==> src/rtl/uvmt_obi_st_arb_pkg.sv <==
// Shared types and helpers for the OBI single-slave round-robin arbiter.
//   DFLT_NUM_MSTRS / IDX_W / idx_t : default master count and index type
//   lock_state_e                    : address-phase lock FSM states
//   idx_w_of()                      : index width that never collapses to 0 bits
package uvmt_obi_st_arb_pkg;

  localparam int DFLT_NUM_MSTRS = 4;
  localparam int IDX_W          = $clog2(DFLT_NUM_MSTRS);

  typedef logic [IDX_W-1:0] idx_t;

  typedef enum logic {
    IDLE = 1'b0,
    HOLD = 1'b1
  } lock_state_e;

  // Width of an index/pointer into n entries; a single entry still gets 1 bit.
  function automatic int idx_w_of(int n);
    return (n > 1) ? $clog2(n) : 1;
  endfunction

endpackage

==> src/rtl/uvmt_obi_st_rr_arbiter_if.sv <==
// Bundle of all OBI handshake signals around the arbiter.
//   m_* : NUM_MSTRS master-side ports (packed per master, master 0 in the LSBs)
//   s_* : the single shared slave port
// Modports:
//   master : the arbiter itself (it masters the shared slave port)
//   slave  : the surrounding agents (drive m_* requests and the slave responses)
// Handshake rules: an A-channel transfer happens in a cycle where req & gnt are
// both high, and req plus its address-phase payload must stay stable until then;
// an R-channel transfer happens in a cycle where rvalid & rready are both high.
interface uvmt_obi_st_rr_arbiter_if #(
  parameter int NUM_MSTRS  = 4,
  parameter int ADDR_WIDTH = 32,
  parameter int DATA_WIDTH = 32
);
  localparam int BW = DATA_WIDTH / 8;

  logic [NUM_MSTRS-1:0]            m_req;
  logic [NUM_MSTRS-1:0]            m_gnt;
  logic [NUM_MSTRS*ADDR_WIDTH-1:0] m_addr;
  logic [NUM_MSTRS-1:0]            m_we;
  logic [NUM_MSTRS*BW-1:0]         m_be;
  logic [NUM_MSTRS*DATA_WIDTH-1:0] m_wdata;
  logic [NUM_MSTRS-1:0]            m_rvalid;
  logic [NUM_MSTRS-1:0]            m_rready;
  logic [DATA_WIDTH-1:0]           m_rdata;
  logic                            m_err;

  logic                            s_req;
  logic                            s_gnt;
  logic [ADDR_WIDTH-1:0]           s_addr;
  logic                            s_we;
  logic [BW-1:0]                   s_be;
  logic [DATA_WIDTH-1:0]           s_wdata;
  logic                            s_rvalid;
  logic                            s_rready;
  logic [DATA_WIDTH-1:0]           s_rdata;
  logic                            s_err;

  modport master (
    input  m_req, m_addr, m_we, m_be, m_wdata, m_rready,
    output m_gnt, m_rvalid, m_rdata, m_err,
    output s_req, s_addr, s_we, s_be, s_wdata, s_rready,
    input  s_gnt, s_rvalid, s_rdata, s_err
  );

  modport slave (
    output m_req, m_addr, m_we, m_be, m_wdata, m_rready,
    input  m_gnt, m_rvalid, m_rdata, m_err,
    input  s_req, s_addr, s_we, s_be, s_wdata, s_rready,
    output s_gnt, s_rvalid, s_rdata, s_err
  );

endinterface

==> src/rtl/uvmt_obi_st_arb_fifo.sv <==
// Ordering FIFO: remembers which master owns each granted-but-unanswered
// transaction, oldest at the head.
//   clk, reset_n : clock, synchronous active-low reset (empties the FIFO)
//   push, din    : enqueue din (ignored when full)
//   pop          : dequeue head (ignored when empty)
//   dout         : head entry, valid while !empty
//   full, empty  : status flags
//   count        : occupancy 0..DEPTH
module uvmt_obi_st_arb_fifo
  import uvmt_obi_st_arb_pkg::*;
#(
  parameter int W     = IDX_W,
  parameter int DEPTH = 4,
  localparam int CW   = $clog2(DEPTH + 1)
) (
  input  logic          clk,
  input  logic          reset_n,
  input  logic          push,
  input  logic [W-1:0]  din,
  input  logic          pop,
  output logic [W-1:0]  dout,
  output logic          full,
  output logic          empty,
  output logic [CW-1:0] count
);

  localparam int PW = idx_w_of(DEPTH);

  logic [W-1:0]  mem [DEPTH];
  logic [PW-1:0] wr_ptr;
  logic [PW-1:0] rd_ptr;
  logic [CW-1:0] cnt;
  logic          push_ok;
  logic          pop_ok;

  // Pointers wrap at DEPTH, which need not be a power of two.
  function automatic logic [PW-1:0] ptr_next(input logic [PW-1:0] p);
    return (int'(p) == DEPTH - 1) ? '0 : p + 1'b1;
  endfunction

  assign full    = (cnt == CW'(DEPTH));
  assign empty   = (cnt == '0);
  assign push_ok = push & ~full;
  assign pop_ok  = pop & ~empty;
  assign dout    = mem[rd_ptr];
  assign count   = cnt;

  always_ff @(posedge clk) begin
    if (!reset_n) begin
      wr_ptr <= '0;
      rd_ptr <= '0;
      cnt    <= '0;
    end else begin
      if (push_ok) wr_ptr <= ptr_next(wr_ptr);
      if (pop_ok)  rd_ptr <= ptr_next(rd_ptr);
      case ({push_ok, pop_ok})
        2'b10:   cnt <= cnt + 1'b1;
        2'b01:   cnt <= cnt - 1'b1;
        default: cnt <= cnt;
      endcase
    end
  end

  // Storage needs no reset: entries are only read while counted as occupied.
  always_ff @(posedge clk) begin
    if (push_ok) mem[wr_ptr] <= din;
  end

endmodule

==> src/rtl/uvmt_obi_st_rr_arbiter.sv <==
// Shares one OBI slave port among NUM_MSTRS OBI master ports.
//   clk, reset_n : clock, synchronous active-low reset
//   bus          : all master-side and slave-side OBI signals (modport master)
//   outstanding  : granted-but-unanswered transaction count
//   proto_err    : sticky, slave sent a response with nothing outstanding
//   rr_ptr       : round-robin starting point for the next arbitration (debug)
//   lock_state   : address-phase lock FSM state (debug)
// A channel: round-robin pick, locked onto the chosen master until the slave
// grants so the address phase never changes under a pending request.
// R channel: responses come back in order and are routed to the master index at
// the head of the ordering FIFO.
module uvmt_obi_st_rr_arbiter
  import uvmt_obi_st_arb_pkg::*;
#(
  parameter int  NUM_MSTRS       = 4,
  parameter int  ADDR_WIDTH      = 32,
  parameter int  DATA_WIDTH      = 32,
  parameter int  MAX_OUTSTANDING = 4,
  localparam int CW              = $clog2(MAX_OUTSTANDING + 1),
  localparam int IW              = idx_w_of(NUM_MSTRS)
) (
  input  logic                      clk,
  input  logic                      reset_n,
  uvmt_obi_st_rr_arbiter_if.master  bus,
  output logic [CW-1:0]             outstanding,
  output logic                      proto_err,
  output logic [IW-1:0]             rr_ptr,
  output lock_state_e               lock_state
);

  localparam int BW = DATA_WIDTH / 8;

  lock_state_e   state_q, state_d;
  logic [IW-1:0] locked_idx_q, locked_idx_d;
  logic [IW-1:0] rr_ptr_q, rr_ptr_d;
  logic          proto_err_q;

  logic [IW-1:0] scan_idx;
  logic [IW-1:0] sel;
  logic [IW-1:0] head_idx;
  logic          any_req;
  logic          can_issue;
  logic          handshake;
  logic          fifo_full;
  logic          fifo_empty;
  logic          pop;
  logic [CW-1:0] fifo_count;

  // Round-robin scan: first requester at or above rr_ptr, wrapping around.
  always_comb begin
    int   j;
    logic found;
    scan_idx = rr_ptr_q;
    found    = 1'b0;
    j        = 0;
    for (int k = 0; k < NUM_MSTRS; k++) begin
      j = int'(rr_ptr_q) + k;
      if (j >= NUM_MSTRS) j = j - NUM_MSTRS;
      if (!found && bus.m_req[j]) begin
        scan_idx = IW'(j);
        found    = 1'b1;
      end
    end
  end

  assign any_req = |bus.m_req;
  // A slot freed by a pop only becomes usable the following cycle.
  assign can_issue = ~fifo_full;
  assign sel = (state_q == HOLD) ? locked_idx_q : scan_idx;

  // A-channel mux
  assign bus.s_req   = reset_n & can_issue & ((state_q == HOLD) | any_req);
  assign bus.s_addr  = bus.m_addr[int'(sel)*ADDR_WIDTH +: ADDR_WIDTH];
  assign bus.s_we    = bus.m_we[sel];
  assign bus.s_be    = bus.m_be[int'(sel)*BW +: BW];
  assign bus.s_wdata = bus.m_wdata[int'(sel)*DATA_WIDTH +: DATA_WIDTH];
  assign handshake   = bus.s_req & bus.s_gnt;

  always_comb begin
    bus.m_gnt = '0;
    if (handshake) bus.m_gnt[sel] = 1'b1;
  end

  // Lock FSM and round-robin pointer update
  always_comb begin
    state_d      = state_q;
    locked_idx_d = locked_idx_q;
    rr_ptr_d     = rr_ptr_q;
    case (state_q)
      IDLE: begin
        if (bus.s_req && !bus.s_gnt) begin
          state_d      = HOLD;
          locked_idx_d = sel;
        end
      end
      HOLD: begin
        if (handshake) state_d = IDLE;
      end
      default: state_d = IDLE;
    endcase
    if (handshake) rr_ptr_d = (int'(sel) == NUM_MSTRS - 1) ? '0 : sel + 1'b1;
  end

  always_ff @(posedge clk) begin
    if (!reset_n) begin
      state_q      <= IDLE;
      locked_idx_q <= '0;
      rr_ptr_q     <= '0;
      proto_err_q  <= 1'b0;
    end else begin
      state_q      <= state_d;
      locked_idx_q <= locked_idx_d;
      rr_ptr_q     <= rr_ptr_d;
      if (bus.s_rvalid && fifo_empty) proto_err_q <= 1'b1;
    end
  end

  uvmt_obi_st_arb_fifo #(
    .W     (IW),
    .DEPTH (MAX_OUTSTANDING)
  ) u_order_fifo (
    .clk     (clk),
    .reset_n (reset_n),
    .push    (handshake),
    .din     (sel),
    .pop     (pop),
    .dout    (head_idx),
    .full    (fifo_full),
    .empty   (fifo_empty),
    .count   (fifo_count)
  );

  // R-channel demux: only the owner of the oldest transaction sees rvalid.
  always_comb begin
    bus.m_rvalid = '0;
    if (reset_n && bus.s_rvalid && !fifo_empty) bus.m_rvalid[head_idx] = 1'b1;
  end

  assign bus.s_rready = reset_n & ~fifo_empty & bus.m_rready[head_idx];
  assign pop          = bus.s_rvalid & bus.s_rready;
  assign bus.m_rdata  = bus.s_rdata;
  assign bus.m_err    = bus.s_err;

  assign outstanding = fifo_count;
  assign proto_err   = proto_err_q;
  assign rr_ptr      = rr_ptr_q;
  assign lock_state  = state_q;

endmodule

==> src/flat_wrapper.sv <==
// flat-port wrapper written by rule: the top's interface ports become plain ports
module uvmt_obi_st_rr_arbiter_flat import uvmt_obi_st_arb_pkg::*;
#(
  parameter int  NUM_MSTRS       = 4,
  parameter int  ADDR_WIDTH      = 32,
  parameter int  DATA_WIDTH      = 32,
  parameter int  MAX_OUTSTANDING = 4,
  localparam int CW              = $clog2(MAX_OUTSTANDING + 1),
  localparam int IW              = idx_w_of(NUM_MSTRS)
)
  (clk, reset_n, outstanding, proto_err, rr_ptr, lock_state, bus_m_req, bus_m_addr, bus_m_we, bus_m_be, bus_m_wdata, bus_m_rready, bus_m_gnt, bus_m_rvalid, bus_m_rdata, bus_m_err, bus_s_req, bus_s_addr, bus_s_we, bus_s_be, bus_s_wdata, bus_s_rready, bus_s_gnt, bus_s_rvalid, bus_s_rdata, bus_s_err);
  uvmt_obi_st_rr_arbiter_if #(.NUM_MSTRS(NUM_MSTRS), .ADDR_WIDTH(ADDR_WIDTH), .DATA_WIDTH(DATA_WIDTH)) bus_i ();
  input  logic clk;
  input  logic reset_n;
  output logic [CW-1:0] outstanding;
  output logic proto_err;
  output logic [IW-1:0] rr_ptr;
  output lock_state_e lock_state;
  input wire logic [$bits(bus_i.m_req)-1:0] bus_m_req;
  input wire logic [$bits(bus_i.m_addr)-1:0] bus_m_addr;
  input wire logic [$bits(bus_i.m_we)-1:0] bus_m_we;
  input wire logic [$bits(bus_i.m_be)-1:0] bus_m_be;
  input wire logic [$bits(bus_i.m_wdata)-1:0] bus_m_wdata;
  input wire logic [$bits(bus_i.m_rready)-1:0] bus_m_rready;
  output wire logic [$bits(bus_i.m_gnt)-1:0] bus_m_gnt;
  output wire logic [$bits(bus_i.m_rvalid)-1:0] bus_m_rvalid;
  output wire logic [$bits(bus_i.m_rdata)-1:0] bus_m_rdata;
  output wire logic [$bits(bus_i.m_err)-1:0] bus_m_err;
  output wire logic [$bits(bus_i.s_req)-1:0] bus_s_req;
  output wire logic [$bits(bus_i.s_addr)-1:0] bus_s_addr;
  output wire logic [$bits(bus_i.s_we)-1:0] bus_s_we;
  output wire logic [$bits(bus_i.s_be)-1:0] bus_s_be;
  output wire logic [$bits(bus_i.s_wdata)-1:0] bus_s_wdata;
  output wire logic [$bits(bus_i.s_rready)-1:0] bus_s_rready;
  input wire logic [$bits(bus_i.s_gnt)-1:0] bus_s_gnt;
  input wire logic [$bits(bus_i.s_rvalid)-1:0] bus_s_rvalid;
  input wire logic [$bits(bus_i.s_rdata)-1:0] bus_s_rdata;
  input wire logic [$bits(bus_i.s_err)-1:0] bus_s_err;
  assign bus_i.m_req = bus_m_req;
  assign bus_i.m_addr = bus_m_addr;
  assign bus_i.m_we = bus_m_we;
  assign bus_i.m_be = bus_m_be;
  assign bus_i.m_wdata = bus_m_wdata;
  assign bus_i.m_rready = bus_m_rready;
  assign bus_m_gnt = bus_i.m_gnt;
  assign bus_m_rvalid = bus_i.m_rvalid;
  assign bus_m_rdata = bus_i.m_rdata;
  assign bus_m_err = bus_i.m_err;
  assign bus_s_req = bus_i.s_req;
  assign bus_s_addr = bus_i.s_addr;
  assign bus_s_we = bus_i.s_we;
  assign bus_s_be = bus_i.s_be;
  assign bus_s_wdata = bus_i.s_wdata;
  assign bus_s_rready = bus_i.s_rready;
  assign bus_i.s_gnt = bus_s_gnt;
  assign bus_i.s_rvalid = bus_s_rvalid;
  assign bus_i.s_rdata = bus_s_rdata;
  assign bus_i.s_err = bus_s_err;
  uvmt_obi_st_rr_arbiter #(.NUM_MSTRS(NUM_MSTRS), .ADDR_WIDTH(ADDR_WIDTH), .DATA_WIDTH(DATA_WIDTH), .MAX_OUTSTANDING(MAX_OUTSTANDING)) u_core (.clk(clk), .reset_n(reset_n), .bus(bus_i), .outstanding(outstanding), .proto_err(proto_err), .rr_ptr(rr_ptr), .lock_state(lock_state));
endmodule
==> config.mk <==
export PLATFORM = sky130hd
export DESIGN_NAME = uvmt_obi_st_rr_arbiter_flat
export DESIGN_NICKNAME = d
export VERILOG_FILES = /design/src/rtl/uvmt_obi_st_arb_pkg.sv /design/src/rtl/uvmt_obi_st_rr_arbiter_if.sv /design/src/rtl/uvmt_obi_st_arb_fifo.sv /design/src/rtl/uvmt_obi_st_rr_arbiter.sv /design/src/flat_wrapper.sv
export SDC_FILE = /design/constraint.sdc
export NUM_CORES = 1
export LEC_CHECK = 0
export BUFFER_PORTS_ARGS = -buffer_cell sky130_fd_sc_hd__clkbuf_2
export CORE_AREA = 2 2 172 174
export DETAILED_ROUTE_END_ITERATION = 16
export DIE_AREA = 0 0 174 176
export GPL_TIMING_DRIVEN = 0
export PLACE_DENSITY = 0.43
export SYNTH_ARGS = -nofsm -noshare
export SYNTH_HDL_FRONTEND = slang
export SYNTH_HIERARCHICAL = 1
export SYNTH_SLANG_ARGS = --single-unit
==> constraint.sdc <==
create_clock -name clk -period 5 [get_ports clk]
set_input_delay 0.75 -clock clk [delete_from_list [all_inputs] [get_ports clk]]
set_output_delay 0.75 -clock clk [all_outputs]
set_load 0.02 [all_outputs]
==> metrics.cfg <==
[synthesis]
synth.avg_cell_area_um2 = 9.87
synth_warnings = 6
synth_top_area_share_pct = 53.2
synth_commonest_cells = mux2i_1 (209), buf_4 (33), dfxtp_1 (15)
ys_types = 46
synth_edf_count = 8
yosysTopAreaCell = mux2i_1
syn_nets = 727
synthArstFlopShare_pct = 0
netlist_area_mm2 = 0.00393
ys_top_cells_by_area = mux2i_1 (53%), dfxtp_1 (7.6%), buf_4 (6.3%)
yosys_most_used_dff = dfxtp_1
ys_ff_latch = 23
synth.yosys.seq_area_share_pct = 13.8
syn_inst = 398
synth.most_common_cell = mux2i_1

[pwr]
p_sw_share_pct = 44.5
p_switching_uw = 600
p_leak_nw = 4.17
p_total_mw = 1.35
combinationalPowerShare_pct = 71.4
p_seq_share_pct = 15.8
p_per_area_mw_per_mm2 = 207
vdd_drop_max_mv = 0.116
clkPwrFrac_pct = 12.9
p_int_uw = 747

[grt]
grt_pass1_vias = 4380
grt_pass1_wl_um = 25000
overflow = 0
met1_usage_pct = 12.2
globalRouteTotalUtil_pct = 10.5
busiest_layer = met2
met2_usage_pct = 20.6
use_met3_pct = 1.74
antenna_found_initial = 1
grt_max_degree = 14

[worst_setup_path]
cp.required_ns = 4.25
cp-end-kind = output pin
critPathTopFamily = buffers and inverters
startpoint_type = input pin
cp_num_buf_inv = 5
crit_chain = clkbuf_2 -> nor2_1 -> o31ai_2 -> a41oi_2 -> buf_6 -> buf_12 -> buf_12 -> mux2i_1 -> mux2i_1 -> clkbuf_2
slowest_delay_ns = 0.32
worstPathMaxFanout = 10
worstPathArrival_ns = 2.75
cp_slowest_cell = a41oi_2
worstSetupPathType = in -> out

[placement]
dp_slack_ns = 1.39
place_congestion = 0.755
dp_hpwl_um = 15700
numPortBuffers = 406
placed_cells = 1188
dpl_cell_area_mm2 = 0.00644

[routing]
drc = 0
antenna_left = 0
first_iter_violations = 100
drtPass1Iterations = 4
via_per_inst = 3.76
vias = 4484
routed_wl_um = 17800
wl_per_cell_um = 14.9

[clock_tree]
cts_tree = yes
postCtsSetupBuffers = 0
htreeDepth = 1
clkLatencyLatePin_ns = 0.25
clk_path_buf_depth = 2
cts_made_buffers = 3
numClockSinks = 23
cts_root_buf = clkbuf_16
clk_pin_slew_worst_paths_ns = 0.06
cts_resized = 0
cts-hold-fix-buffers = 0

[sta]
relSlewSlack_pct = 57.7
finalClockSkew_ns = 0.00209
finalSetupTns_ns = 0
fin_crit_sh_pct = 70.0
hold_violations = 0
period_needed_ns = 3.50
holdWs_ns = 0.490
tightest_slew_ns = 0.629
rsz0062_at_grt = false
finalSetupViolCount = 0
max_freq_mhz = 286
worst_slack_ns = 1.50
maxSlewViolCount = 0

[layout]
final_nets = 1138
fillers = 3216
layoutNonFillerInstCount = 1193
multi_input_area_mm2 = 0.00275
design_area_mm2 = 0.00652
area_growth_pct = 66.1
drive_gt1_share_pct = 60.0
fin_util_pct = 22.9
register_area_um2 = 541

[run]
maxCapViolCount = 0

[status]
status = completed

[floorplan]
die_y_um = 176
core_mm2 = 0.0285
ios = 440
die_w_um = 174
start_util_pct = 13.8
rows = 62
die_area_mm2 = 0.0306

[worst_hold_path]
min_path_type = reg -> reg

-- area by class of cell --
class,count,share of cell area [%]
multi-input cells,300,42.2
repair buffers,406,31.1
plain buffers,60,8.92
flip-flops and latches,23,8.29
well taps,384,7.36
clock buffers,3,1.15
inverters,15,0.863
clock inverters,1,0.0767
diodes,1,0.0384
-- layer usage --
metal	share of wire, %	up-vias	wire (um)
li1	-	2237	-
met2	54	221	9590
met3	7.0	6	1250
met1	38	2020	6810
met5	0	-	0
met4	0.93	0	165
-- path summary, 6_finish.rpt --
path,from,endpoint,slack (ns),cells past startpoint
setup / recovery,bus_m_req[3],bus_s_addr[5],1.50,10
hold / removal,u_core/locked_idx_q[0]$_SDFFE_PN0P_,u_core/locked_idx_q[0]$_SDFFE_PN0P_,0.49,2
setup reg to reg,flip-flop,u_core/u_order_fifo/count[2]$_SDFFE_PN0P_,1.94,11
hold reg to reg,u_core/locked_idx_q[0]$_SDFFE_PN0P_,u_core/locked_idx_q[0]$_SDFFE_PN0P_,0.49,2
-- power by group through the flow --
stage          combinational, mW  sequential, mW  clock, mW
6_report                   0.961           0.212      0.174
5_1_grt                     1.04           0.213      0.188
4_1_cts                    0.981           0.213      0.180
3_5_place_dp               0.978           0.216          0
3_3_place_gp               0.980           0.217          0
2_1_floorplan              0.624           0.219          0
-- cells in the final DEF (no fill, tap or decap), types with 2 or more instances in the layout --
cell       count
clkbuf_2     406
mux2i_1      209
buf_4         33
dfxtp_1       15
nand2_1       14
nor2_1        10
inv_1          9
buf_6          9
buf_12         8
edfxtp_1       8
and2_1         7
ha_1           7
nor3_1         6
inv_2          6
clkbuf_4       6
nor2b_1        5
o21ai_0        5
clkbuf_16      3
nand3_1        3
mux4_2         3
a21boi_1       3
nand2b_1       2
a21oi_1        2
nor3b_1        2
clkbuf_1       2
and3_1         2
-- worst min-delay path, stage by stage, from the launching register on --
cell	delay, ns
dfxtp_1	0.31
nand2b_1	0.07
a21boi_1	0.06
-- logic make-up (layout without fill, tap and decap cells) --
logic type / count (synthesis) / count (layout) / share of synthesized area, %
buf+inv: 75 / 485 / 16.2
compound gates: 18 / 18 / 3.47
xor+xnor: 2 / 2 / 0.446
other cells: 0 / 1 / 0
fa+ha+maj: 8 / 8 / 2.74
mux: 212 / 212 / 55.0
simple gates: 60 / 60 / 8.38
flops: 23 / 23 / 13.8
(Power assumes the default switching activity.)
